==> src/rtl/cache_axi_arbiter_if.sv <==
// Read and write channel bundles used between the cache controllers,
// the arbiter and the AXI bridge port.
interface cache_rd_if;
  logic        rd_req;
  logic [2:0]  rd_type;
  logic [31:0] rd_addr;
  logic        rd_rdy;
  logic        ret_valid;
  logic        ret_last;
  logic [31:0] ret_data;

  modport master (
    output rd_req, rd_type, rd_addr,
    input  rd_rdy, ret_valid, ret_last, ret_data
  );
  modport slave (
    input  rd_req, rd_type, rd_addr,
    output rd_rdy, ret_valid, ret_last, ret_data
  );
endinterface

interface cache_wr_if;
  logic         wr_req;
  logic [2:0]   wr_type;
  logic [31:0]  wr_addr;
  logic [3:0]   wr_wstrb;
  logic [127:0] wr_data;
  logic         wr_rdy;

  modport master (
    output wr_req, wr_type, wr_addr, wr_wstrb, wr_data,
    input  wr_rdy
  );
  modport slave (
    input  wr_req, wr_type, wr_addr, wr_wstrb, wr_data,
    output wr_rdy
  );
endinterface

==> src/rtl/cache_axi_arbiter.sv <==
// Shares one bridge read port between icache and dcache with a single
// outstanding burst; dcache writes pass straight through.
module cache_axi_arbiter #(
  parameter int ARB_MODE = 0
) (
  input  logic       clock,
  input  logic       reset,
  cache_rd_if.slave  icache_rd,
  cache_rd_if.slave  dcache_rd,
  cache_wr_if.slave  dcache_wr,
  cache_rd_if.master bridge_rd,
  cache_wr_if.master bridge_wr
);

  typedef enum logic [1:0] {
    IDLE = 2'd0,
    RD_I = 2'd1,
    RD_D = 2'd2
  } state_t;

  state_t state_reg, state_next;
  logic   last_grant_reg, last_grant_next;
  logic   lock_valid_reg, lock_valid_next;
  logic   lock_id_reg, lock_id_next;
  logic   grant;
  logic   granted_req;

  // 0 = icache, 1 = dcache. A pending unaccepted request pins the grant.
  always_comb begin
    grant = ~last_grant_reg;
    if (lock_valid_reg) begin
      grant = lock_id_reg;
    end else if (icache_rd.rd_req && !dcache_rd.rd_req) begin
      grant = 1'b0;
    end else if (dcache_rd.rd_req && !icache_rd.rd_req) begin
      grant = 1'b1;
    end else if (ARB_MODE != 0) begin
      grant = 1'b1;
    end
  end

  assign granted_req = grant ? dcache_rd.rd_req : icache_rd.rd_req;

  always_comb begin
    state_next      = state_reg;
    last_grant_next = last_grant_reg;
    lock_valid_next = lock_valid_reg;
    lock_id_next    = lock_id_reg;

    bridge_rd.rd_req    = 1'b0;
    bridge_rd.rd_type   = grant ? dcache_rd.rd_type : icache_rd.rd_type;
    bridge_rd.rd_addr   = grant ? dcache_rd.rd_addr : icache_rd.rd_addr;
    icache_rd.rd_rdy    = 1'b0;
    dcache_rd.rd_rdy    = 1'b0;
    icache_rd.ret_valid = 1'b0;
    icache_rd.ret_last  = 1'b0;
    icache_rd.ret_data  = 32'd0;
    dcache_rd.ret_valid = 1'b0;
    dcache_rd.ret_last  = 1'b0;
    dcache_rd.ret_data  = 32'd0;

    case (state_reg)
      IDLE: begin
        bridge_rd.rd_req = granted_req;
        icache_rd.rd_rdy = !grant && bridge_rd.rd_rdy;
        dcache_rd.rd_rdy = grant && bridge_rd.rd_rdy;
        if (granted_req && bridge_rd.rd_rdy) begin
          state_next      = grant ? RD_D : RD_I;
          last_grant_next = grant;
          lock_valid_next = 1'b0;
        end else if (granted_req) begin
          lock_valid_next = 1'b1;
          lock_id_next    = grant;
        end else begin
          lock_valid_next = 1'b0;
        end
      end
      RD_I: begin
        icache_rd.ret_valid = bridge_rd.ret_valid;
        icache_rd.ret_last  = bridge_rd.ret_last;
        icache_rd.ret_data  = bridge_rd.ret_data;
        if (bridge_rd.ret_valid && bridge_rd.ret_last) begin
          state_next = IDLE;
        end
      end
      RD_D: begin
        dcache_rd.ret_valid = bridge_rd.ret_valid;
        dcache_rd.ret_last  = bridge_rd.ret_last;
        dcache_rd.ret_data  = bridge_rd.ret_data;
        if (bridge_rd.ret_valid && bridge_rd.ret_last) begin
          state_next = IDLE;
        end
      end
      default: begin
        state_next = IDLE;
      end
    endcase

    // The bridge shares this reset, so nothing may handshake while it is held.
    if (reset) begin
      bridge_rd.rd_req    = 1'b0;
      icache_rd.rd_rdy    = 1'b0;
      dcache_rd.rd_rdy    = 1'b0;
      icache_rd.ret_valid = 1'b0;
      icache_rd.ret_last  = 1'b0;
      dcache_rd.ret_valid = 1'b0;
      dcache_rd.ret_last  = 1'b0;
    end
  end

  always_ff @(posedge clock) begin
    if (reset) begin
      state_reg      <= IDLE;
      last_grant_reg <= 1'b0;
      lock_valid_reg <= 1'b0;
      lock_id_reg    <= 1'b0;
    end else begin
      state_reg      <= state_next;
      last_grant_reg <= last_grant_next;
      lock_valid_reg <= lock_valid_next;
      lock_id_reg    <= lock_id_next;
    end
  end

  assign bridge_wr.wr_req   = dcache_wr.wr_req && !reset;
  assign bridge_wr.wr_type  = dcache_wr.wr_type;
  assign bridge_wr.wr_addr  = dcache_wr.wr_addr;
  assign bridge_wr.wr_wstrb = dcache_wr.wr_wstrb;
  assign bridge_wr.wr_data  = dcache_wr.wr_data;
  assign dcache_wr.wr_rdy   = bridge_wr.wr_rdy && !reset;

endmodule

==> src/flat_wrapper.sv <==
// flat-port wrapper written by rule: the top's interface ports become plain ports
module cache_axi_arbiter_flat 
#(
  parameter int ARB_MODE = 0
)
  (clock, reset, icache_rd_rd_req, icache_rd_rd_type, icache_rd_rd_addr, icache_rd_rd_rdy, icache_rd_ret_valid, icache_rd_ret_last, icache_rd_ret_data, dcache_rd_rd_req, dcache_rd_rd_type, dcache_rd_rd_addr, dcache_rd_rd_rdy, dcache_rd_ret_valid, dcache_rd_ret_last, dcache_rd_ret_data, dcache_wr_wr_req, dcache_wr_wr_type, dcache_wr_wr_addr, dcache_wr_wr_wstrb, dcache_wr_wr_data, dcache_wr_wr_rdy, bridge_rd_rd_req, bridge_rd_rd_type, bridge_rd_rd_addr, bridge_rd_rd_rdy, bridge_rd_ret_valid, bridge_rd_ret_last, bridge_rd_ret_data, bridge_wr_wr_req, bridge_wr_wr_type, bridge_wr_wr_addr, bridge_wr_wr_wstrb, bridge_wr_wr_data, bridge_wr_wr_rdy);
  cache_rd_if icache_rd_i ();
  cache_rd_if dcache_rd_i ();
  cache_wr_if dcache_wr_i ();
  cache_rd_if bridge_rd_i ();
  cache_wr_if bridge_wr_i ();
  input  logic clock;
  input  logic reset;
  input wire logic [$bits(icache_rd_i.rd_req)-1:0] icache_rd_rd_req;
  input wire logic [$bits(icache_rd_i.rd_type)-1:0] icache_rd_rd_type;
  input wire logic [$bits(icache_rd_i.rd_addr)-1:0] icache_rd_rd_addr;
  output wire logic [$bits(icache_rd_i.rd_rdy)-1:0] icache_rd_rd_rdy;
  output wire logic [$bits(icache_rd_i.ret_valid)-1:0] icache_rd_ret_valid;
  output wire logic [$bits(icache_rd_i.ret_last)-1:0] icache_rd_ret_last;
  output wire logic [$bits(icache_rd_i.ret_data)-1:0] icache_rd_ret_data;
  input wire logic [$bits(dcache_rd_i.rd_req)-1:0] dcache_rd_rd_req;
  input wire logic [$bits(dcache_rd_i.rd_type)-1:0] dcache_rd_rd_type;
  input wire logic [$bits(dcache_rd_i.rd_addr)-1:0] dcache_rd_rd_addr;
  output wire logic [$bits(dcache_rd_i.rd_rdy)-1:0] dcache_rd_rd_rdy;
  output wire logic [$bits(dcache_rd_i.ret_valid)-1:0] dcache_rd_ret_valid;
  output wire logic [$bits(dcache_rd_i.ret_last)-1:0] dcache_rd_ret_last;
  output wire logic [$bits(dcache_rd_i.ret_data)-1:0] dcache_rd_ret_data;
  input wire logic [$bits(dcache_wr_i.wr_req)-1:0] dcache_wr_wr_req;
  input wire logic [$bits(dcache_wr_i.wr_type)-1:0] dcache_wr_wr_type;
  input wire logic [$bits(dcache_wr_i.wr_addr)-1:0] dcache_wr_wr_addr;
  input wire logic [$bits(dcache_wr_i.wr_wstrb)-1:0] dcache_wr_wr_wstrb;
  input wire logic [$bits(dcache_wr_i.wr_data)-1:0] dcache_wr_wr_data;
  output wire logic [$bits(dcache_wr_i.wr_rdy)-1:0] dcache_wr_wr_rdy;
  output wire logic [$bits(bridge_rd_i.rd_req)-1:0] bridge_rd_rd_req;
  output wire logic [$bits(bridge_rd_i.rd_type)-1:0] bridge_rd_rd_type;
  output wire logic [$bits(bridge_rd_i.rd_addr)-1:0] bridge_rd_rd_addr;
  input wire logic [$bits(bridge_rd_i.rd_rdy)-1:0] bridge_rd_rd_rdy;
  input wire logic [$bits(bridge_rd_i.ret_valid)-1:0] bridge_rd_ret_valid;
  input wire logic [$bits(bridge_rd_i.ret_last)-1:0] bridge_rd_ret_last;
  input wire logic [$bits(bridge_rd_i.ret_data)-1:0] bridge_rd_ret_data;
  output wire logic [$bits(bridge_wr_i.wr_req)-1:0] bridge_wr_wr_req;
  output wire logic [$bits(bridge_wr_i.wr_type)-1:0] bridge_wr_wr_type;
  output wire logic [$bits(bridge_wr_i.wr_addr)-1:0] bridge_wr_wr_addr;
  output wire logic [$bits(bridge_wr_i.wr_wstrb)-1:0] bridge_wr_wr_wstrb;
  output wire logic [$bits(bridge_wr_i.wr_data)-1:0] bridge_wr_wr_data;
  input wire logic [$bits(bridge_wr_i.wr_rdy)-1:0] bridge_wr_wr_rdy;
  assign icache_rd_i.rd_req = icache_rd_rd_req;
  assign icache_rd_i.rd_type = icache_rd_rd_type;
  assign icache_rd_i.rd_addr = icache_rd_rd_addr;
  assign icache_rd_rd_rdy = icache_rd_i.rd_rdy;
  assign icache_rd_ret_valid = icache_rd_i.ret_valid;
  assign icache_rd_ret_last = icache_rd_i.ret_last;
  assign icache_rd_ret_data = icache_rd_i.ret_data;
  assign dcache_rd_i.rd_req = dcache_rd_rd_req;
  assign dcache_rd_i.rd_type = dcache_rd_rd_type;
  assign dcache_rd_i.rd_addr = dcache_rd_rd_addr;
  assign dcache_rd_rd_rdy = dcache_rd_i.rd_rdy;
  assign dcache_rd_ret_valid = dcache_rd_i.ret_valid;
  assign dcache_rd_ret_last = dcache_rd_i.ret_last;
  assign dcache_rd_ret_data = dcache_rd_i.ret_data;
  assign dcache_wr_i.wr_req = dcache_wr_wr_req;
  assign dcache_wr_i.wr_type = dcache_wr_wr_type;
  assign dcache_wr_i.wr_addr = dcache_wr_wr_addr;
  assign dcache_wr_i.wr_wstrb = dcache_wr_wr_wstrb;
  assign dcache_wr_i.wr_data = dcache_wr_wr_data;
  assign dcache_wr_wr_rdy = dcache_wr_i.wr_rdy;
  assign bridge_rd_rd_req = bridge_rd_i.rd_req;
  assign bridge_rd_rd_type = bridge_rd_i.rd_type;
  assign bridge_rd_rd_addr = bridge_rd_i.rd_addr;
  assign bridge_rd_i.rd_rdy = bridge_rd_rd_rdy;
  assign bridge_rd_i.ret_valid = bridge_rd_ret_valid;
  assign bridge_rd_i.ret_last = bridge_rd_ret_last;
  assign bridge_rd_i.ret_data = bridge_rd_ret_data;
  assign bridge_wr_wr_req = bridge_wr_i.wr_req;
  assign bridge_wr_wr_type = bridge_wr_i.wr_type;
  assign bridge_wr_wr_addr = bridge_wr_i.wr_addr;
  assign bridge_wr_wr_wstrb = bridge_wr_i.wr_wstrb;
  assign bridge_wr_wr_data = bridge_wr_i.wr_data;
  assign bridge_wr_i.wr_rdy = bridge_wr_wr_rdy;
  cache_axi_arbiter #(.ARB_MODE(ARB_MODE)) u_core (.clock(clock), .reset(reset), .icache_rd(icache_rd_i), .dcache_rd(dcache_rd_i), .dcache_wr(dcache_wr_i), .bridge_rd(bridge_rd_i), .bridge_wr(bridge_wr_i));
endmodule
==> config.mk <==
export PLATFORM = sky130hd
export DESIGN_NAME = cache_axi_arbiter_flat
export DESIGN_NICKNAME = d
export VERILOG_FILES = /design/src/rtl/cache_axi_arbiter_if.sv /design/src/rtl/cache_axi_arbiter.sv /design/src/flat_wrapper.sv
export SDC_FILE = /design/constraint.sdc
export NUM_CORES = 1
export LEC_CHECK = 0
export CAP_MARGIN = 20
export CORE_AREA = 2 2 214 216
export DETAILED_ROUTE_END_ITERATION = 16
export DIE_AREA = 0 0 216 218
export PLACE_DENSITY_LB_ADDON = 0.08
export SETUP_SLACK_MARGIN = 0.3
export SYNTH_ARGS = -nofsm -noshare
export SYNTH_HDL_FRONTEND = slang
export SYNTH_SLANG_ARGS = --single-unit
==> constraint.sdc <==
create_clock -name clock -period 2.1 [get_ports clock]
set_input_delay 0.42 -clock clock [delete_from_list [all_inputs] [get_ports clock]]
set_output_delay 0.42 -clock clock [all_outputs]
set_load 0.02 [all_outputs]
==> results.json, run 1 <==
{
  "htreeDepth": 1,
  "syn_area_per_cell_um2": 7.867,
  "synth-async-reset-ratio_pct": 0,
  "worst_setup_path_end_kind": "primary output",
  "status": "finished with violations",
  "yosys.area.top_type": "buf_4",
  "critPathTopFamily": "buffers and inverters",
  "vias": 2415,
  "stdcell_count": 1030,
  "power_leakage_nw": 2.257,
  "synth_seq_cells": 5,
  "period_share_pct": 101.0,
  "p_switching_uw": 787.6,
  "failed_checks": "setup timing",
  "routed_wl_um": 15190,
  "grt_pass1_vias": 2706,
  "cp_data_required_time_ps": 1680,
  "drt_first_pass_iters": 4,
  "area_delta_synth_final_pct": 115.4,
  "fin_nets": 712,
  "synth.most_common_cell": "buf_4",
  "ys_types": 28,
  "synthTopCellsByCount": "buf_4, and2_1, mux2_4",
  "grtUsageTotal_pct": 5.907,
  "grt_max_degree": 11,
  "antenna_found_initial": 0,
  "die_width_um": 216,
  "drc": 0,
  "largest_reg_flops": 2,
  "io_buffers": 218,
  "synth.area.top_cells": "buf_4, and2_1, mux2_4, mux2_1, dfxtp_1",
  "die_area_mm2": 0.04709,
  "hp-class": "flop to flop",
  "yosysWarnings": 0,
  "crit_path_cell_trace": "buf_6 -> nor2b_4 -> o211ai_4 -> nand2_4 -> buf_4 -> mux2_4 -> clkdlybuf4s15_2",
  "fillers": 5138,
  "ant_nets": 0,
  "synth_nets": 608,
  "overflow": 0,
  "setup_ws_ps": -20.85,
  "synth_edf_count": 0,
  "cts.clk_slew.worst_paths_ps": 30,
  "intPower_mw": 1.421,
  "tightest_slew_ps": 243.4,
  "start_kind": "input port",
  "clk_path_buf_depth": 2,
  "crit_path_top_delay_cell": "mux2_4",
  "rows": 78,
  "irDropWorstVdd_uv": 115.5,
  "die_h_um": 218,
  "ys.flop_type": "dfxtp_1",
  "cp_num_buf_inv": 3,
  "yosysTopAreaCellShare_pct": 48.74,
  "p_seq_share_pct": 5.4,
  "pwr-share-comb_pct": 80.3,
  "wire_per_inst_um": 14.74,
  "fin_skew_ps": 3.841,
  "diodes": 0,
  "dpl_cell_area_mm2": 0.004439,
  "dpl.hpwl_um": 11210,
  "fmax_mhz": 471.5,
  "initial_utilization_pct": 5.730,
  "path_max_fanout": 6,
  "crit_arrival_ps": 1700,
  "worstSetupPathType": "input port to primary output",
  "min_period_ps": 2121,
  "whs_ps": 504.4,
  "avgViaCountPerCell": 2.345,
  "grt_pass1_wl_um": 19880,
  "cts.sinks": 5,
  "seq_area_frac_synth_pct": 3.891,
  "slew_viol_final": 0,
  "rsz0062_at_grt": "true",
  "place_congestion": 0.6674,
  "max_cap_viol_count": 0,
  "critical-path-max-stage-delay_ps": 290,
  "core_mm2": 0.04489,
  "drt_iter0_drc": 29,
  "netlist_area_mm2": 0.002572,
  "slew_headroom_pct": 83.65,
  "dp_slack_ps": -850.0,
  "placed_cells": 992,
  "swShare_pct": 35.65,
  "hold_violations": 0,
  "clockRootBuffer": "clkbuf_16",
  "power_frac_clock_pct": 14.3,
  "setup_viol": 11,
  "clk_latency_ps": 230,
  "io_pins": 553,
  "drive_gt1_share_pct": 67.67,
  "power.density_mw_per_mm2": 398.6,
  "final_area_mm2": 0.005542,
  "cts_tree": "done",
  "synthCells": 327,
  "cts_buffers": 3
}
==> area by class of cell <==
class / count / area [um^2] / share of cell area [%]
Inverter: 4 / 17.52 / 0.3161
Tap cell: 600 / 750.7 / 13.55
Multi-Input combinational cell: 140 / 1448 / 26.12
Clock buffer: 4 / 78.83 / 1.422
Timing Repair Buffer: 277 / 3138 / 56.63
Sequential cell: 5 / 108.9 / 1.964
==> cells by family after synthesis <==
group	Yosys count	synth area share [%]
fa+ha+maj	3	1.459
compound gates	15	4.037
simple gates	86	20.57
buf+inv	182	51.85
mux	36	18.19
flops	5	3.891
==> repair_timing <==
action | 4_1_cts | 5_1_grt
cloned | 9 | 3
resized for setup | 737 | 20
setup endpoints to repair | 109 | 106
hold buffers | 0 | 0
setup buffers | 19 | 3
pin swaps | 34 | 16
==> placed cells by master, fill, tap and decap left out, drive strengths merged <==
master	instances
buf	165
clkdlybuf4s50	106
and2	64
mux2	35
clkbuf	7
dfxtp	5
and3b	4
a21oi	4
inv	4
nor3	4
nor2	3
o21ai	3
ha	3
nand2b	3
nor2b	3
nand2	3
a211oi	3
clkdlybuf4s15	2
o211ai	1
mux2i	1
a21o	1
a21boi	1
a32o	1
nand3	1
o2bb2ai	1
nand4b	1
dlygate4sd2	1
==> power groups by stage <==
| stage | logic, mW | registers (mW) | clock network (mW) |
|---|---|---|---|
| after floorplan | 1.05 | 0.114 | 0 |
| after global placement | 1.32 | 0.116 | 0 |
| after detailed placement | 1.31 | 0.115 | 0 |
| after CTS | 1.74 | 0.118 | 0.321 |
| after global routing | 1.88 | 0.120 | 0.325 |
| final | 1.77 | 0.118 | 0.316 |
==> per-stage QoR <==
step	util, %	setup TNS (ps)	total power [mW]
after floorplan	-	0	1.163
after global placement	9.889	-30530	1.437
after detailed placement	9.889	-30650	1.424
after CTS	11.98	-942.4	2.179
after global routing	12.34	-1577	2.327
final	12.34	-154.3	2.209
==> path summary, 6_finish.rpt <==
kind / startpoint / end / slack, ps / depth (start not counted)
hold reg to reg: u_core.state_reg[1] / u_core.state_reg[1] / 500 / 1
hold / removal: u_core.state_reg[1] / u_core.state_reg[1] / 500 / 1
setup reg to reg: u_core.lock_id_reg / u_core.state_reg[0] / 380 / 9
setup / recovery: icache_rd_rd_req / bridge_rd_rd_addr[17] / -20 / 7
==> per-layer routing <==
metal / track usage (%) / wire length [um] / part of all wire [%]
met2: 10.84 / 8157 / 54
met1: 5.992 / 5420 / 36
met4: 1.461 / 136 / 0.90
met3: 2.762 / 1430 / 9.4
met5: 0.7292 / 41 / 0.27
Power figures use the tool's default switching activity.
==> inputs of run 2 (changes only) <==
--- a/config.mk
+++ b/config.mk
@@ -7,6 +7,7 @@
 export LEC_CHECK = 0
 export CAP_MARGIN = 20
 export CORE_AREA = 2 2 214 216
+export CTS_CLUSTER_SIZE = 40
 export DETAILED_ROUTE_END_ITERATION = 16
 export DIE_AREA = 0 0 216 218
 export PLACE_DENSITY_LB_ADDON = 0.08
==> results of run 2 <==
No change in the layout: final DEF, timing and power equal those of run 1.
==> inputs of run 3 (changes only) <==
--- a/config.mk
+++ b/config.mk
@@ -11,7 +11,7 @@
 export DETAILED_ROUTE_END_ITERATION = 16
 export DIE_AREA = 0 0 216 218
 export PLACE_DENSITY_LB_ADDON = 0.08
-export SETUP_SLACK_MARGIN = 0.3
+export SETUP_SLACK_MARGIN = 0.05
 export SYNTH_ARGS = -nofsm -noshare
 export SYNTH_HDL_FRONTEND = slang
 export SYNTH_SLANG_ARGS = --single-unit
==> results.json, run 3 (synthesis results as in run 1) <==
{
  "status": "finished with violations",
  "failed_checks": "setup timing",
  "clockRootBuffer": "clkbuf_16",
  "routedLengthMet1_um": 3999,
  "fmax_mhz": 474.6,
  "max_cap_viol_count": 0,
  "r2r-start": "u_core.state_reg[0]",
  "path_max_fanout": 7,
  "period_share_pct": 100.3,
  "mostFrequentLayoutCells": "clkdlybuf4s50_1, and2_1, dlygate4sd2_1",
  "drt_iter0_drc": 39,
  "wire_per_inst_um": 12.78,
  "rrSetupSlack_ps": 430,
  "fin_nets": 690,
  "place_congestion": 0.6748,
  "die_area_mm2": 0.04709,
  "reg2reg_depth": 7,
  "diodes": 0,
  "drive_gt1_share_pct": 32.84,
  "irDropWorstVdd_uv": 151.5,
  "dpl_cell_area_mm2": 0.004399,
  "cp_num_buf_inv": 4,
  "start_kind": "input port",
  "fin_skew_ps": 1.074,
  "slew_headroom_pct": 79.79,
  "dpl.hpwl_um": 11060,
  "crit_arrival_ps": 1690,
  "ant_nets": 0,
  "min_period_ps": 2107,
  "fillers": 5228,
  "cp_data_required_time_ps": 1680,
  "cts.sinks": 5,
  "fin_util_pct": 10.57,
  "grtUsageTotal_pct": 4.981,
  "clk_latency_ps": 230,
  "die_width_um": 216,
  "critical-path-max-stage-delay_ps": 300,
  "critical_path_cell_count": 8,
  "multi_input_area_mm2": 0.001265,
  "regArea_um2": 100.1,
  "overflow": 0,
  "reg2reg_to": "u_core.state_reg[0]",
  "highest_layer": "met4",
  "wl_met3_um": 1447,
  "die_h_um": 218,
  "clk_path_buf_depth": 2,
  "cts_hold_buf": 0,
  "power.density_mw_per_mm2": 400.0,
  "crit_path_cell_trace": "buf_8 -> nor2b_4 -> o211ai_4 -> nand2_4 -> buf_12 -> buf_16 -> mux2_4 -> buf_6",
  "final_area_mm2": 0.004745,
  "worst_setup_path_end_kind": "primary output",
  "slew_viol_final": 0,
  "initial_utilization_pct": 5.730,
  "holdPathStages": 1,
  "htreeDepth": 1,
  "drc": 0,
  "grt_max_degree": 24,
  "antenna_found_initial": 0,
  "rows": 78,
  "setup_viol": 10,
  "cts_tree": "done",
  "stdcell_count": 1008,
  "io_buffers": 218,
  "area_delta_synth_final_pct": 84.44,
  "wl_met2_um": 7239,
  "cts.clk_slew.worst_paths_ps": 30,
  "worstSetupPathType": "input port to primary output",
  "largest_reg_flops": 2,
  "rsz0062_at_grt": "true",
  "core_mm2": 0.04489,
  "drt_first_pass_iters": 4,
  "crit_path_top_delay_cell": "mux2_4",
  "grt_pass1_vias": 2469,
  "setup_ws_ps": -7.103,
  "layout_commonest_cell": "clkdlybuf4s50_1",
  "hold_violations": 0,
  "routed_wl_um": 12880,
  "hp-class": "flop to flop",
  "critPathTopFamily": "buffers and inverters",
  "avgViaCountPerCell": 2.268,
  "io_pins": 553,
  "power_leakage_nw": 2.107,
  "vias": 2286,
  "hold_end": "u_core.state_reg[1]",
  "cts_buffers": 3,
  "tightest_slew_ps": 301.3,
  "hp-start": "u_core.state_reg[1]",
  "grt_pass1_wl_um": 17170,
  "placed_cells": 991
}
==> run 3: cell types whose count changed in the layout (fill, tap and decap cells not counted), sizes merged <==
cell	delta
clkdlybuf4s15	-2
dlygate4sd2	+63
buf	-89
clkbuf	+6
==> run 3: cell type report <==
class                      count  share of cell area (%)
inverter                       4                  0.3165
tap                          600                   15.82
sequential                     5                   2.110
clock buffer                   4                   1.661
multi-input combinational    140                   26.66
timing repair buffer         255                   53.43
==> run 3: what timing repair did <==
item	in CTS	in global routing
setup endpoints to repair	108	94
buffers inserted	7	3
resized for setup	316	42
pin swaps	4	5
gates cloned	3	0
==> run 3: worst max path at each step <==
stage / from / endpoint / slack [ps]
finish: icache_rd_rd_req / bridge_rd_rd_addr[11] / -7
global route: icache_rd_rd_req / bridge_rd_rd_addr[15] / -50
CTS: icache_rd_rd_req / dcache_rd_rd_rdy / -150
detailed placement: icache_rd_rd_req / bridge_rd_rd_addr[3] / -850
global placement: icache_rd_rd_req / bridge_rd_rd_addr[3] / -870
floorplan: icache_rd_rd_req / dcache_rd_rd_rdy / 80
==> run 3: routing by layer <==
layer	GRT usage, %	vias up
li1	-	1039
met1	4.469	1035
met2	9.625	180
met3	2.817	32
met4	1.119	0
met5	0	-
==> run 3: report_power, final <==
group          switching, mW  internal (mW)  leakage, nW
registers            0.00817          0.106       0.0410
logic                  0.619          0.852         2.03
clock network         0.0612          0.251       0.0382
total                  0.689           1.21         2.11
==> run 3: through the flow <==
stage / total power, mW / TNS [ps] / hold WS (ps) / worst slack, ps
global route: 2.013 / -1090 / 521.9 / -52.50
finish: 1.898 / -20.77 / 489.3 / -7.103
global placement: 1.404 / -31630 / 491.5 / -870.7
floorplan: 1.148 / 0 / 457.8 / 76.97
detailed placement: 1.388 / -31390 / 485.3 / -854.5
CTS: 1.867 / -1428 / 493.4 / -151.4
